<file path="config.mk">
export PLATFORM = sky130hd
export DESIGN_NAME = intersection_ctrl
export DESIGN_NICKNAME = d
export VERILOG_FILES = /design/src/rtl/intersection_ctrl.sv
export SDC_FILE = /design/constraint.sdc
export NUM_CORES = 1
export LEC_CHECK = 0
export ABC_AREA = 1
export BUFFER_PORTS_ARGS = -buffer_cell sky130_fd_sc_hd__buf_2
export CORE_MARGIN = 8
export CORE_UTILIZATION = 56
export CTS_CLUSTER_DIAMETER = 40
export CTS_CLUSTER_SIZE = 40
export DETAILED_ROUTE_END_ITERATION = 8
export PLACE_DENSITY = 0.85
export SLEW_MARGIN = 5
export SYNTH_ARGS = -nofsm -noshare
export SYNTH_HDL_FRONTEND = slang
export SYNTH_SLANG_ARGS = --single-unit
</file>
<file path="constraint.sdc">
create_clock -name clk -period 2.68 [get_ports clk]
set_input_delay 0.268 -clock clk [delete_from_list [all_inputs] [get_ports clk]]
set_output_delay 0.268 -clock clk [all_outputs]
set_load 0.02 [all_outputs]
</file>
<file path="src/rtl/intersection_ctrl.sv">
// Two-approach intersection phase scheduler: NS/EW green arbitration with min/max green, yellow, all-red and pedestrian WALK.
// Optional emergency preemption is compiled in when the PREEMPT_EN macro is defined.
module intersection_ctrl #(
    parameter int unsigned GREEN_MIN = 8,
    parameter int unsigned GREEN_MAX = 20,
    parameter int unsigned YELLOW_T  = 3,
    parameter int unsigned ALLRED_T  = 2,
    parameter int unsigned WALK_T    = 4,
    parameter int unsigned PED_CLR_T = 3
) (
    input  logic        clk,
    input  logic        rst,
    input  logic        ns_car_det,
    input  logic        ew_car_det,
    input  logic        ns_ped_btn,
    input  logic        ew_ped_btn,
    input  logic        preempt_req,
    input  logic        preempt_ns,
    output logic [1:0]  ns_car,
    output logic [1:0]  ew_car,
    output logic [1:0]  ns_hmn,
    output logic [1:0]  ew_hmn,
    output logic [2:0]  phase,
    output logic [15:0] timer
);

    localparam int unsigned TW = 16;
    localparam int unsigned PED_END = WALK_T + PED_CLR_T;

    localparam logic [TW-1:0] T_GMIN = TW'(GREEN_MIN - 1);
    localparam logic [TW-1:0] T_GMAX = TW'(GREEN_MAX - 1);
    localparam logic [TW-1:0] T_YEL  = TW'(YELLOW_T - 1);
    localparam logic [TW-1:0] T_AR   = TW'(ALLRED_T - 1);

    localparam logic [1:0] CAR_RED   = 2'b00;
    localparam logic [1:0] CAR_YEL   = 2'b01;
    localparam logic [1:0] CAR_GRN   = 2'b10;
    localparam logic [1:0] HMN_DONT  = 2'b00;
    localparam logic [1:0] HMN_FLASH = 2'b01;
    localparam logic [1:0] HMN_WALK  = 2'b10;

    typedef enum logic [2:0] {
        AR_NS = 3'd0,
        NS_G  = 3'd1,
        NS_Y  = 3'd2,
        AR_EW = 3'd3,
        EW_G  = 3'd4,
        EW_Y  = 3'd5
    } phase_t;

    phase_t          r_state;
    phase_t          w_state_nxt;
    logic [TW-1:0]   r_timer;
    logic [TW-1:0]   w_timer_nxt;
    logic            r_ns_ped_pend;
    logic            r_ew_ped_pend;
    logic            w_ns_pend_nxt;
    logic            w_ew_pend_nxt;
    logic            r_walk_srv;
    logic            w_walk_srv_nxt;
    logic [1:0]      r_ns_car;
    logic [1:0]      r_ew_car;
    logic [1:0]      r_ns_hmn;
    logic [1:0]      r_ew_hmn;
    logic [1:0]      w_ns_car_nxt;
    logic [1:0]      w_ew_car_nxt;
    logic [1:0]      w_ns_hmn_nxt;
    logic [1:0]      w_ew_hmn_nxt;
    logic            w_phase_chg;
    logic            w_ns_dem;
    logic            w_ew_dem;
    logic            w_ns_exit;
    logic            w_ew_exit;
    logic            w_ns_cut;
    logic            w_ew_cut;
    logic            w_ped_cut_nxt;

    // Pedestrian head during a served green, indexed by the green's elapsed time.
    function automatic logic [1:0] ped_head(input logic srv, input logic [TW-1:0] t);
        logic [1:0] h;
        h = HMN_DONT;
        if (srv) begin
            if (32'(t) < WALK_T) begin
                h = HMN_WALK;
            end else if (32'(t) < PED_END) begin
                h = HMN_FLASH;
            end
        end
        return h;
    endfunction

    assign w_ns_dem = ns_car_det | r_ns_ped_pend;
    assign w_ew_dem = ew_car_det | r_ew_ped_pend;

`ifdef PREEMPT_EN
    logic r_ped_cut;

    assign w_ns_cut  = preempt_req & ~preempt_ns;
    assign w_ew_cut  = preempt_req &  preempt_ns;
    // A preempted direction's green is held; the other green is cut regardless of GREEN_MIN.
    assign w_ns_exit = w_ns_cut | (~w_ew_cut & (r_timer >= T_GMIN) & w_ew_dem &
                                   (~ns_car_det | (r_timer >= T_GMAX)));
    assign w_ew_exit = w_ew_cut | (~w_ns_cut & (r_timer >= T_GMIN) & w_ns_dem &
                                   (~ew_car_det | (r_timer >= T_GMAX)));
`else
    logic w_unused_preempt;

    assign w_unused_preempt = preempt_req ^ preempt_ns;
    assign w_ns_cut  = 1'b0;
    assign w_ew_cut  = 1'b0;
    assign w_ns_exit = (r_timer >= T_GMIN) & w_ew_dem & (~ns_car_det | (r_timer >= T_GMAX));
    assign w_ew_exit = (r_timer >= T_GMIN) & w_ns_dem & (~ew_car_det | (r_timer >= T_GMAX));
`endif

    // Next phase, timer, pedestrian bookkeeping and the registered light values.
    always_comb begin
        w_state_nxt    = r_state;
        w_timer_nxt    = r_timer;
        w_ns_pend_nxt  = r_ns_ped_pend | ns_ped_btn;
        w_ew_pend_nxt  = r_ew_ped_pend | ew_ped_btn;
        w_walk_srv_nxt = r_walk_srv;
        w_ped_cut_nxt  = 1'b0;
        w_ns_car_nxt   = CAR_RED;
        w_ew_car_nxt   = CAR_RED;
        w_ns_hmn_nxt   = HMN_DONT;
        w_ew_hmn_nxt   = HMN_DONT;

        case (r_state)
            AR_NS:   if (r_timer == T_AR)  w_state_nxt = NS_G;
            NS_G:    if (w_ns_exit)        w_state_nxt = NS_Y;
            NS_Y:    if (r_timer == T_YEL) w_state_nxt = AR_EW;
            AR_EW:   if (r_timer == T_AR)  w_state_nxt = EW_G;
            EW_G:    if (w_ew_exit)        w_state_nxt = EW_Y;
            EW_Y:    if (r_timer == T_YEL) w_state_nxt = AR_NS;
            default:                       w_state_nxt = AR_NS;
        endcase

        w_phase_chg = (w_state_nxt != r_state);

        if (w_phase_chg) begin
            w_timer_nxt = '0;
        end else if (r_timer != '1) begin
            w_timer_nxt = r_timer + TW'(1);
        end

        // Entering a green captures its latch (plus a same-cycle press) and clears it.
        if (w_phase_chg && w_state_nxt == NS_G) begin
            w_walk_srv_nxt = r_ns_ped_pend | ns_ped_btn;
            w_ns_pend_nxt  = 1'b0;
        end
        if (w_phase_chg && w_state_nxt == EW_G) begin
            w_walk_srv_nxt = r_ew_ped_pend | ew_ped_btn;
            w_ew_pend_nxt  = 1'b0;
        end

`ifdef PREEMPT_EN
        if (!w_phase_chg) begin
            w_ped_cut_nxt = r_ped_cut;
        end
        if (r_state == NS_G && w_state_nxt == NS_Y && w_ns_cut && r_ns_hmn != HMN_DONT) begin
            w_ped_cut_nxt = 1'b1;
        end
        if (r_state == EW_G && w_state_nxt == EW_Y && w_ew_cut && r_ew_hmn != HMN_DONT) begin
            w_ped_cut_nxt = 1'b1;
        end
`endif

        case (w_state_nxt)
            NS_G: begin
                w_ns_car_nxt = CAR_GRN;
                w_ns_hmn_nxt = ped_head(w_walk_srv_nxt, w_timer_nxt);
            end
            NS_Y: begin
                w_ns_car_nxt = CAR_YEL;
                if (w_ped_cut_nxt) w_ns_hmn_nxt = HMN_FLASH;
            end
            EW_G: begin
                w_ew_car_nxt = CAR_GRN;
                w_ew_hmn_nxt = ped_head(w_walk_srv_nxt, w_timer_nxt);
            end
            EW_Y: begin
                w_ew_car_nxt = CAR_YEL;
                if (w_ped_cut_nxt) w_ew_hmn_nxt = HMN_FLASH;
            end
            default: begin
                w_ns_car_nxt = CAR_RED;
                w_ew_car_nxt = CAR_RED;
            end
        endcase
    end

    // State, timer, latches and registered light outputs.
    always_ff @(posedge clk or posedge rst) begin
        if (rst) begin
            r_state       <= AR_NS;
            r_timer       <= '0;
            r_ns_ped_pend <= 1'b0;
            r_ew_ped_pend <= 1'b0;
            r_walk_srv    <= 1'b0;
            r_ns_car      <= CAR_RED;
            r_ew_car      <= CAR_RED;
            r_ns_hmn      <= HMN_DONT;
            r_ew_hmn      <= HMN_DONT;
        end else begin
            r_state       <= w_state_nxt;
            r_timer       <= w_timer_nxt;
            r_ns_ped_pend <= w_ns_pend_nxt;
            r_ew_ped_pend <= w_ew_pend_nxt;
            r_walk_srv    <= w_walk_srv_nxt;
            r_ns_car      <= w_ns_car_nxt;
            r_ew_car      <= w_ew_car_nxt;
            r_ns_hmn      <= w_ns_hmn_nxt;
            r_ew_hmn      <= w_ew_hmn_nxt;
        end
    end

`ifdef PREEMPT_EN
    always_ff @(posedge clk or posedge rst) begin
        if (rst) begin
            r_ped_cut <= 1'b0;
        end else begin
            r_ped_cut <= w_ped_cut_nxt;
        end
    end
`endif

    assign ns_car = r_ns_car;
    assign ew_car = r_ew_car;
    assign ns_hmn = r_ns_hmn;
    assign ew_hmn = r_ew_hmn;
    assign phase  = r_state;
    assign timer  = r_timer;

endmodule

</file>
==> results.yml, run 1 <==
global_routing:
  grt_overflow: 0
  grt_pass1_vias: 1866
  grt_max_degree: 31
  antenna_found_initial: 0
  gr-usage-all-layers: 0.197
  grt_pass1_wl_um: 8490
synthesis:
  synthArstFlopShare: 1.00
  yosys.area_share.xor_xnor: 0.00895
  synthSimpleGateAreaFrac: 0.397
  synthFlopType: "dfrtp_1"
  synth_cells: 270
  synth_mux_area_frac: 0
  synth-compound-area-share: 0.117
  ys_warn_count: 0
  avgSynthCellArea_um2: 7.25
  synth_fa_ha_area_frac: 0.0192
  synth_top_family_by_area: "simple AND/OR/NAND/NOR gates"
  synth_edf_count: 0
  synth_seq_area_share: 0.383
  syn_area_um2: 1960
  synthesis.nets: 281
  synth.distinct_cells: 29
  yosys_register_bits: 30
floorplan:
  die_area_um2: 5640
  die_w_um: 75.1
  ios: 35
  num_rows: 21
  core_area_um2: 3340
  initial_core_util: 0.587
  die-height_um: 75.1
routing:
  wl_um: 5100
  routedWlPerCell_um: 14.3
  drtIter0Drc: 168
  drc: 0
  ant_nets: 0
  vias: 2008
  drtPass1Iterations: 8
  routed_via_density: 5.64
cts:
  path_clk_slew_ps: 100
  htree_num_levels: 2
  cts_tree: "done"
  clockBufferDepth: 2
  cts.sinks: 30
  insertion_delay_ps: 330
  cts-root-buf: "clkbuf_4"
  numCtsBuffers: 5
layout:
  areaGrowthSynthToFinish_pct: 16.4
  drive_above_1_share: 0.232
  nFillCells: 313
  antennaDiodeCount: 0
  fin_nets: 321
critical_path:
  critPathCaptureType: "register"
  reg2reg_depth: 9
  critPathMaxFanout: 17
  timing.rr.end: "ew_hmn[0]$_DFF_PP0_"
  start_kind: "register"
  worstPathArrival_ps: 2750
  rr_startpoint: "timer[0]$_DFF_PP0_"
  crit_required_ps: 2910
  crit_type: "reg -> reg"
  rrSetupSlack_ps: 160
  crit_path_start: "timer[0]$_DFF_PP0_"
timing:
  period_share: 0.939
  max_slew_margin: 0.617
  totalNegativeSetupSlack_ps: 0
  tightest_slew_ps: 568
  fmax_ghz: 0.397
  fin_crit_ps: 2520
  finalHoldViolCount: 6
  slew_violations: 0
  whs_ps: -9.45
  finalSetupViolCount: 0
  rsz0062_at_grt: "no"
  finClkSkew_ps: 5.17
pwr:
  p_total_mw: 2.00
  p_int_mw: 1.06
  pwr-share-clk: 0.188
  switching_power_uw: 940
  p_leak_nw: 1.17
  power_frac_comb: 0.497
  switching_share: 0.471
  power_frac_seq: 0.314
  power.density_nw_per_um2: 876
  peakVddDrop_v: 0.000435
run_status:
  violations: "hold timing"
  status: "complete, but fails checks"
worst_hold_path:
  hp-class: "in -> async"
placed_design:
  dp_hpwl_um: 3890
  io_buffers: 32
  gp_congestion: 0.895
flow_run:
  maxCapViolCount: 0
## worst max-delay path by stage
stage,to,cells past startpoint
after global routing,ew_hmn[0]$_DFF_PP0_,9
after global placement,ns_hmn[0]$_DFF_PP0_,9
final,ew_hmn[0]$_DFF_PP0_,9
after CTS,ew_hmn[0]$_DFF_PP0_,9
after detailed placement,ew_hmn[0]$_DFF_PP0_,9
after floorplan,ew_hmn[0]$_DFF_PP0_,9
## power by group through the flow
stage	sequential [mW]	clock [mW]	combinational, mW
5_1_grt	0.640	0.404	1.08
3_3_place_gp	0.633	0	0.967
6_report	0.628	0.376	0.993
4_1_cts	0.627	0.381	0.990
2_1_floorplan	0.701	0	0.668
3_5_place_dp	0.636	0	0.984
## logic make-up (layout without fill, tap and decap cells)
family	Yosys count	count (layout)
AOI/OAI and AO/OA	38	38
DFF	30	30
adders and majority gates	3	3
and+or+nand+nor	159	159
buffers and inverters	38	78
xor gates and xnor gates	2	2
## layout by cell type (no fill, tap or decap), types with 2 or more instances in the layout
cell      instances
nand2_1          56
nor2_1           38
buf_2            32
dfrtp_1          30
inv_1            29
nand3_1          24
nand4_1          10
o21ai_0           9
a31oi_1           9
nor3_1            7
a21oi_1           7
inv_2             6
clkbuf_4          5
nor2_2            4
nand2_2           4
o21ai_1           4
or2_2             4
o41ai_1           4
o211ai_1          4
buf_4             4
nand2_4           3
ha_1              3
nor2_4            2
nand3_2           2
xnor2_1           2
## per-stage QoR
stage                     hold slack [ps]  area (µm²)  cells  setup slack [ps]  utilization
after floorplan                       359        1960    270               572            -
after global placement                358        2190    349               344        0.657
after detailed placement              373        2190    349               267        0.657
after CTS                            6.01        2270    356               225        0.681
after global routing                 30.9        2280    356              28.8        0.683
final                               -9.45        2280    356               163        0.683
## Yosys cell counts (2+ instances only)
cell type	n	area, µm²
nor3_2	2	20.0
nor2_1	38	143
nor2_4	2	22.5
nor3_1	7	35.0
o21ai_1	4	20.0
nand2_1	56	210
buf_2	2	10.0
xnor2_1	2	17.5
or2_2	4	25.0
dfrtp_1	30	751
nor2_2	4	25.0
o211ai_1	4	30.0
nand3_1	24	120
ha_1	3	37.5
nand2_4	3	33.8
o41ai_1	4	35.0
inv_1	29	109
nand2_2	4	25.0
o21ai_0	9	45.0
nand3_2	2	20.0
a31oi_1	9	56.3
inv_2	6	22.5
nand4_1	10	62.6
a21oi_1	7	35.0
## routing by layer
| layer | global-route usage | wire length (µm) |
|---|---|---|
| met5 | 0 | 0 |
| met3 | 0.0466 | 346 |
| met4 | 0.107 | 184 |
| met2 | 0.308 | 2380 |
| met1 | 0.244 | 2190 |
## timing repair
| item | CTS | global route |
|---|---|---|
| hold buffers | 0 | 0 |
| setup endpoints to repair | 0 | 1 |
| setup buffers | 0 | 0 |
| gates resized for setup | 0 | 1 |
## area by class of cell
type | count | area (µm²) | area share
clock buffer | 6 | 51.3 | 0.0225
clock inverter | 1 | 30.0 | 0.0132
timing repair buffer | 36 | 190 | 0.0834
inverter | 35 | 131 | 0.0576
tap | 46 | 57.6 | 0.0252
multi-input combinational | 202 | 1070 | 0.469
sequential | 30 | 751 | 0.329
## state kept, by name, summed over array words and instances (netlist names)
register and cells:
ew_car 2, ew_hmn 2, ns_car 2, ns_hmn 2
phase 3, r_ew_ped_pend 1, r_ns_ped_pend 1, r_walk_srv 1
timer 16
## critical path, cell delays in order (launching register included)
cell and delay [ps]:
dfrtp_1 450, ha_1 310, nand3_1 200, nor3_4 80, nand2_1 230, buf_4 270
nand3_1 130, o41ai_1 380, nand3_1 140, nor3_1 220
Power figures use the tool's default switching activity.
==> inputs of run 2 (changes only) <==
--- a/config.mk
+++ b/config.mk
@@ -12,6 +12,7 @@
 export CTS_CLUSTER_DIAMETER = 40
 export CTS_CLUSTER_SIZE = 40
 export DETAILED_ROUTE_END_ITERATION = 8
+export MAX_ROUTING_LAYER = met4
 export PLACE_DENSITY = 0.85
 export SLEW_MARGIN = 5
 export SYNTH_ARGS = -nofsm -noshare
==> run 2 against run 1 <==
Against the previous run:
- the flow now finishes without violations
- sequential share of layout area is essentially flat
- combinational power hardly changed
- die area unchanged
- clock power down 22%
- setup slack improved by 110 ps
- worst hold slack improved by 170 ps
==> results.yml, run 2 (same netlist as run 1, synthesis figures left out) <==
critical_path:
  start_kind: "register"
  crit_type: "reg -> reg"
  reg2reg_depth: 15
  crit_required_ps: 2950
  timing.rr.end: "ew_hmn[1]$_DFF_PP0_"
  critPathCapture: "ew_hmn[1]$_DFF_PP0_"
  rr_startpoint: "timer[12]$_DFF_PP0_"
  crit_path_start: "timer[12]$_DFF_PP0_"
  critPathMaxFanout: 16
  rrSetupSlack_ps: 270
  worstPathArrival_ps: 2680
  critPathCaptureType: "register"
placed_design:
  gp_congestion: 0.980
  dp_slack_ps: 320
  dp_hpwl_um: 3990
  dpl_cell_area_um2: 2200
  place_inst: 349
  io_buffers: 32
global_routing:
  grt_pass1_vias: 1808
  grt_overflow: 0
  grt_max_degree: 31
  antenna_found_initial: 0
  grt_pass1_wl_um: 8330
  gr-usage-all-layers: 0.200
layout:
  mostFrequentLayoutCell: "nand2_1"
  fin_nets: 322
  drive_above_1_share: 0.234
  final_cells: 358
  antennaDiodeCount: 0
  nFillCells: 308
  final_cell_mix: "nand2_1 (56), nor2_1 (38), buf_2 (32)"
  largest_reg_flops: 16
  design_area_um2: 2280
  areaGrowthSynthToFinish_pct: 16.4
timing:
  slew_violations: 0
  finalSetupViolCount: 0
  fin_crit_ps: 2410
  setup_ws_ps: 272
  rsz0062_at_grt: "no"
  totalNegativeSetupSlack_ps: 0
  period_share: 0.899
  max_slew_margin: 0.602
  finClkSkew_ps: 7.04
  fmax_ghz: 0.415
  tightest_slew_ps: 590
  finalHoldViolCount: 0
run_status:
  status: "completed"
routing:
  wl_um: 5130
  ant_nets: 0
  routed_via_density: 5.63
  routedWlPerCell_um: 14.3
  drc: 0
  drtPass1Iterations: 4
  drtIter0Drc: 150
  vias: 2017
cts:
  numCtsBuffers: 5
  cts_hold_buf: 1
  cts_setup_buffers: 0
  cts.repair.resized: 0
  insertion_delay_ps: 340
  cts-root-buf: "clkbuf_4"
  cts_tree: "done"
  htree_num_levels: 2
  cts.sinks: 30
  path_clk_slew_ps: 100
  clockBufferDepth: 2
pwr:
  p_leak_nw: 1.16
  p_total_mw: 1.91
  power.density_nw_per_um2: 839
  peakVddDrop_v: 0.000471
floorplan:
  die_w_um: 75.1
  die_area_um2: 5640
  core_area_um2: 3340
  die-height_um: 75.1
  ios: 35
  initial_core_util: 0.587
  num_rows: 21
worst_hold_path:
  hp-class: "in -> reg"
  whs_path_depth: 3
flow_run:
  maxCapViolCount: 0
==> run 2: per-stage QoR <==
stage                     hold slack (ps)   util
after global routing                  204  0.683
after detailed placement              370  0.661
final                                 160  0.683
after CTS                             146  0.683
after floorplan                       359      -
after global placement                358  0.661
==> run 2: critical path: stages (launching register included) <==
cell,delay (ps)
dfrtp_1,460
nor2_1,110
nand2_1,90
nor2_4,240
nand3_2,130
nand2_2,120
nand2_2,80
nor2_4,150
nand3_4,120
nand2_4,80
nand2_4,90
nand2_4,180
a21oi_1,90
nor2_1,160
nand3_1,120
nor2_1,110
==> run 2: cell type report <==
type	count	area [µm²]	share of cell area
inverter	35	131	0.0577
tap	46	57.6	0.0253
multi-input combinational	202	1060	0.466
clock inverter	2	12.5	0.00549
sequential	30	751	0.329
timing repair buffer	37	213	0.0934
clock buffer	6	51.3	0.0225
==> run 2: how the worst min path moves through the flow <==
| stage | start | endpoint | slack (ps) |
|---|---|---|---|
| 2_1_floorplan | rst | ew_car[0]$_DFF_PP0_ | 360 |
| 3_3_place_gp | rst | timer[8]$_DFF_PP0_ | 360 |
| 3_5_place_dp | rst | timer[8]$_DFF_PP0_ | 370 |
| 4_1_cts | ns_ped_btn | r_ns_ped_pend$_DFF_PP0_ | 150 |
| 5_1_grt | ew_ped_btn | r_ew_ped_pend$_DFF_PP0_ | 200 |
| 6_report | ns_ped_btn | r_ns_ped_pend$_DFF_PP0_ | 160 |
==> run 2: routing by layer <==
layer	track usage	vias to the layer above	wire length, µm
met3	0.0439	12	360
met1	0.253	911	2250
met5	-	-	0
met4	0.0810	0	124
li1	-	1000	-
met2	0.301	94	2400
==> run 2: report_power, final <==
| part | switching [mW] | internal [mW] |
|---|---|---|
| sequential | 0.0936 | 0.534 |
| combinational | 0.683 | 0.308 |
| clock | 0.167 | 0.126 |
==> inputs of run 3 (changes only) <==
--- a/config.mk
+++ b/config.mk
@@ -5,7 +5,7 @@
 export SDC_FILE = /design/constraint.sdc
 export NUM_CORES = 1
 export LEC_CHECK = 0
-export ABC_AREA = 1
+export ABC_CLOCK_PERIOD_IN_PS = 2680
 export BUFFER_PORTS_ARGS = -buffer_cell sky130_fd_sc_hd__buf_2
 export CORE_MARGIN = 8
 export CORE_UTILIZATION = 56
==> run 3 against run 2 <==
Against the previous run:
- sequential share of layout area fell by 2.8 points
- total power rose by 15%
- the flow now finishes with violations (setup timing)
- combinational power rose by 4%
- setup slack got worse by 290 ps
- sequential power rose by 8.6%
- register-to-register slack got worse by 290 ps
- first-iteration DRC count fell by 11%
- highest routed layer unchanged
- cell area rose by 9.2%
- critical path depth fell by 6
==> results.yml, run 3 <==
run_status:
  status: "complete, but fails checks"
  violations: "setup timing"
routing:
  drc: 0
  routedWlPerCell_um: 18.3
  wl_um: 5850
  ant_nets: 0
  drtPass1Iterations: 5
  vias: 2060
  drtIter0Drc: 133
  routed_via_density: 6.46
synthesis:
  ys_warn_count: 0
  synth_fa_ha_area_frac: 0.0187
  synth_cells: 220
  yosys.area_share.xor_xnor: 0.0305
  synth-compound-area-share: 0.194
  avgSynthCellArea_um2: 9.14
  synth.distinct_cells: 64
  syn_area_um2: 2010
  synth_mux_area_frac: 0.00996
  yosysMostFrequentCell: "dfrtp_1"
  synth.largest_area_cell: "dfrtp_1"
  yosys_register_bits: 30
  synth_commonest_cells: "dfrtp_1 (30), nor2_1 (17), nand2_1 (12), nor3_1 (11)"
  synth_edf_count: 0
  ys_top_cells_by_area: "dfrtp_1 (37%), nor2_1 (3.2%), nand4_1 (2.8%)"
  synthesis.nets: 231
  synthFlopType: "dfrtp_1"
  synth_top_area_share: 0.373
  synth_seq_area_share: 0.373
  synthSimpleGateAreaFrac: 0.314
  synthArstFlopShare: 1.00
  synth_top_family_by_area: "simple AND/OR/NAND/NOR gates"
critical_path:
  critical-path-top-delay-family: "simple AND/OR/NAND/NOR gates"
  critPathMaxFanout: 5
  critPathMaxStageDelay_ps: 530
  cp_num_buf_inv: 3
  crit_slowest_cell: "or4_4"
  path_common_cell: "buf_4"
  path_cells: "or4_4 -> nor4_4 -> buf_4 -> a2111oi_1 -> nor3b_1 -> buf_4 -> a32oi_4 -> buf_4 -> nor3_1"
  start_kind: "register"
  critPathCaptureType: "register"
  worstPathArrival_ps: 2920
  crit_required_ps: 2910
  crit_type: "reg -> reg"
placed_design:
  gp_congestion: 0.965
  place_inst: 303
  dp_hpwl_um: 4150
  io_buffers: 32
timing:
  period_share: 1.01
  finalHoldViolCount: 0
  finalSetupViolCount: 2
  totalNegativeSetupSlack_ps: -18.0
  tightest_slew_ps: 564
  fin_crit_ps: 2690
  slew_violations: 0
  fmax_ghz: 0.371
  setup_ws_ps: -14.5
  finClkSkew_ps: 14.3
  max_slew_margin: 0.624
global_routing:
  grt_max_degree: 31
  grt_pass1_wl_um: 9240
  grt_overflow: 0
  gr-usage-all-layers: 0.196
  grt_pass1_vias: 1905
  antenna_found_initial: 0
cts:
  insertion_delay_ps: 340
  numCtsBuffers: 5
  cts.sinks: 30
  cts_tree: "done"
  clockBufferDepth: 2
  cts-root-buf: "clkbuf_4"
  htree_num_levels: 2
  path_clk_slew_ps: 110
layout:
  final_cell_mix: "buf_2 (32), dfrtp_1 (30), buf_4 (28)"
  areaGrowthSynthToFinish_pct: 23.7
  largest_reg_flops: 16
  fin_nets: 283
  final_cells: 319
  drive_above_1_share: 0.330
  mostFrequentLayoutCell: "buf_2"
  antennaDiodeCount: 0
flow_run:
  maxCapViolCount: 0
floorplan:
  core_area_um2: 3390
  initial_core_util: 0.593
  die_w_um: 75.9
  num_rows: 21
  die-height_um: 75.9
  ios: 35
  die_area_um2: 5760
pwr:
  peakVddDrop_v: 0.000361
  p_leak_nw: 1.15
  power.density_nw_per_um2: 885
  p_total_mw: 2.20
worst_hold_path:
  hp-class: "in -> reg"
-- run 3: cell types whose count changed after synthesis, sizes merged, moves of 4 or more --
cell,before,now
and3,0,5
o21ai,13,3
clkbuf,0,7
and4,0,4
nand2,63,12
o41ai,4,0
nor3b,0,4
buf,3,9
nor4,1,10
nand3,27,10
nor2,44,23
inv,35,8
a211oi,0,6
-- run 3: path summary, 6_finish.rpt --
kind	slack, ps	cells after the start	startpoint	end
max	-10	9	timer[13]$_DFF_PP0_	timer[12]$_DFF_PP0_
min	200	3	ns_ped_btn	r_ns_ped_pend$_DFF_PP0_
max reg2reg	-10	9	timer[13]$_DFF_PP0_	timer[12]$_DFF_PP0_
min reg2reg	580	1	r_walk_srv$_DFF_PP0_	r_walk_srv$_DFF_PP0_
max in group asynchronous	1850	4	rst	timer[8]$_DFF_PP0_
min in group asynchronous	530	4	rst	timer[10]$_DFF_PP0_
-- run 3: timing repair --
item / CTS / global route
hold buffers: 1 / 0
setup buffers: 0 / 7
hold endpoints to repair: 17 / 0
endpoints found under the setup margin: 0 / 15
resized for setup: 0 / 4
-- run 3: tightest hold or removal path, delay by kind of cell --
kind / cells / cell delay, ps
buffers and inverters: 1 / 110
AND/OR/NAND/NOR: 1 / 80
AO/OA/AOI/OAI: 1 / 40
-- run 3: power by group --
group          total (mW)  switching [mW]  leakage (nW)  internal [mW]
clock network       0.488           0.172        0.0585          0.316
registers           0.682           0.137         0.393          0.545
logic                1.03           0.613         0.698          0.419
total                2.20           0.922          1.15           1.28
-- run 3: metal layers --
layer,GRT usage,wire (µm),vias to the layer above
met5,-,0,-
met4,0.104,150,0
met3,0.0566,412,17
met2,0.301,2970,107
met1,0.226,2320,992
li1,-,-,944
-- run 3: cell families after synthesis --
kind of cell / after synthesis
xor+xnor: 7
buf+inv: 24
simple gates: 106
fa+ha+maj: 3
flops: 30
compound gates: 48
mux: 2
-- run 3: stage by stage --
step / hold slack (ps) / util / setup slack, ps / area [µm²]
after floorplan: 359 / - / 111 / 2010
after global placement: 360 / 0.677 / 159 / 2300
after detailed placement: 368 / 0.677 / 112 / 2300
after CTS: 194 / 0.713 / 82.7 / 2420
after global routing: 226 / 0.734 / -139 / 2490
final: 202 / 0.734 / -14.5 / 2490
-- run 3: area by class of cell --
cell class | count | area (µm²)
clock buffer | 6 | 51.3
clock inverter | 2 | 60.1
fill | 241 | 902
inverter | 8 | 30.0
multi-input combinational | 166 | 1160
sequential | 30 | 751
tap | 46 | 57.6
timing repair buffer | 61 | 380
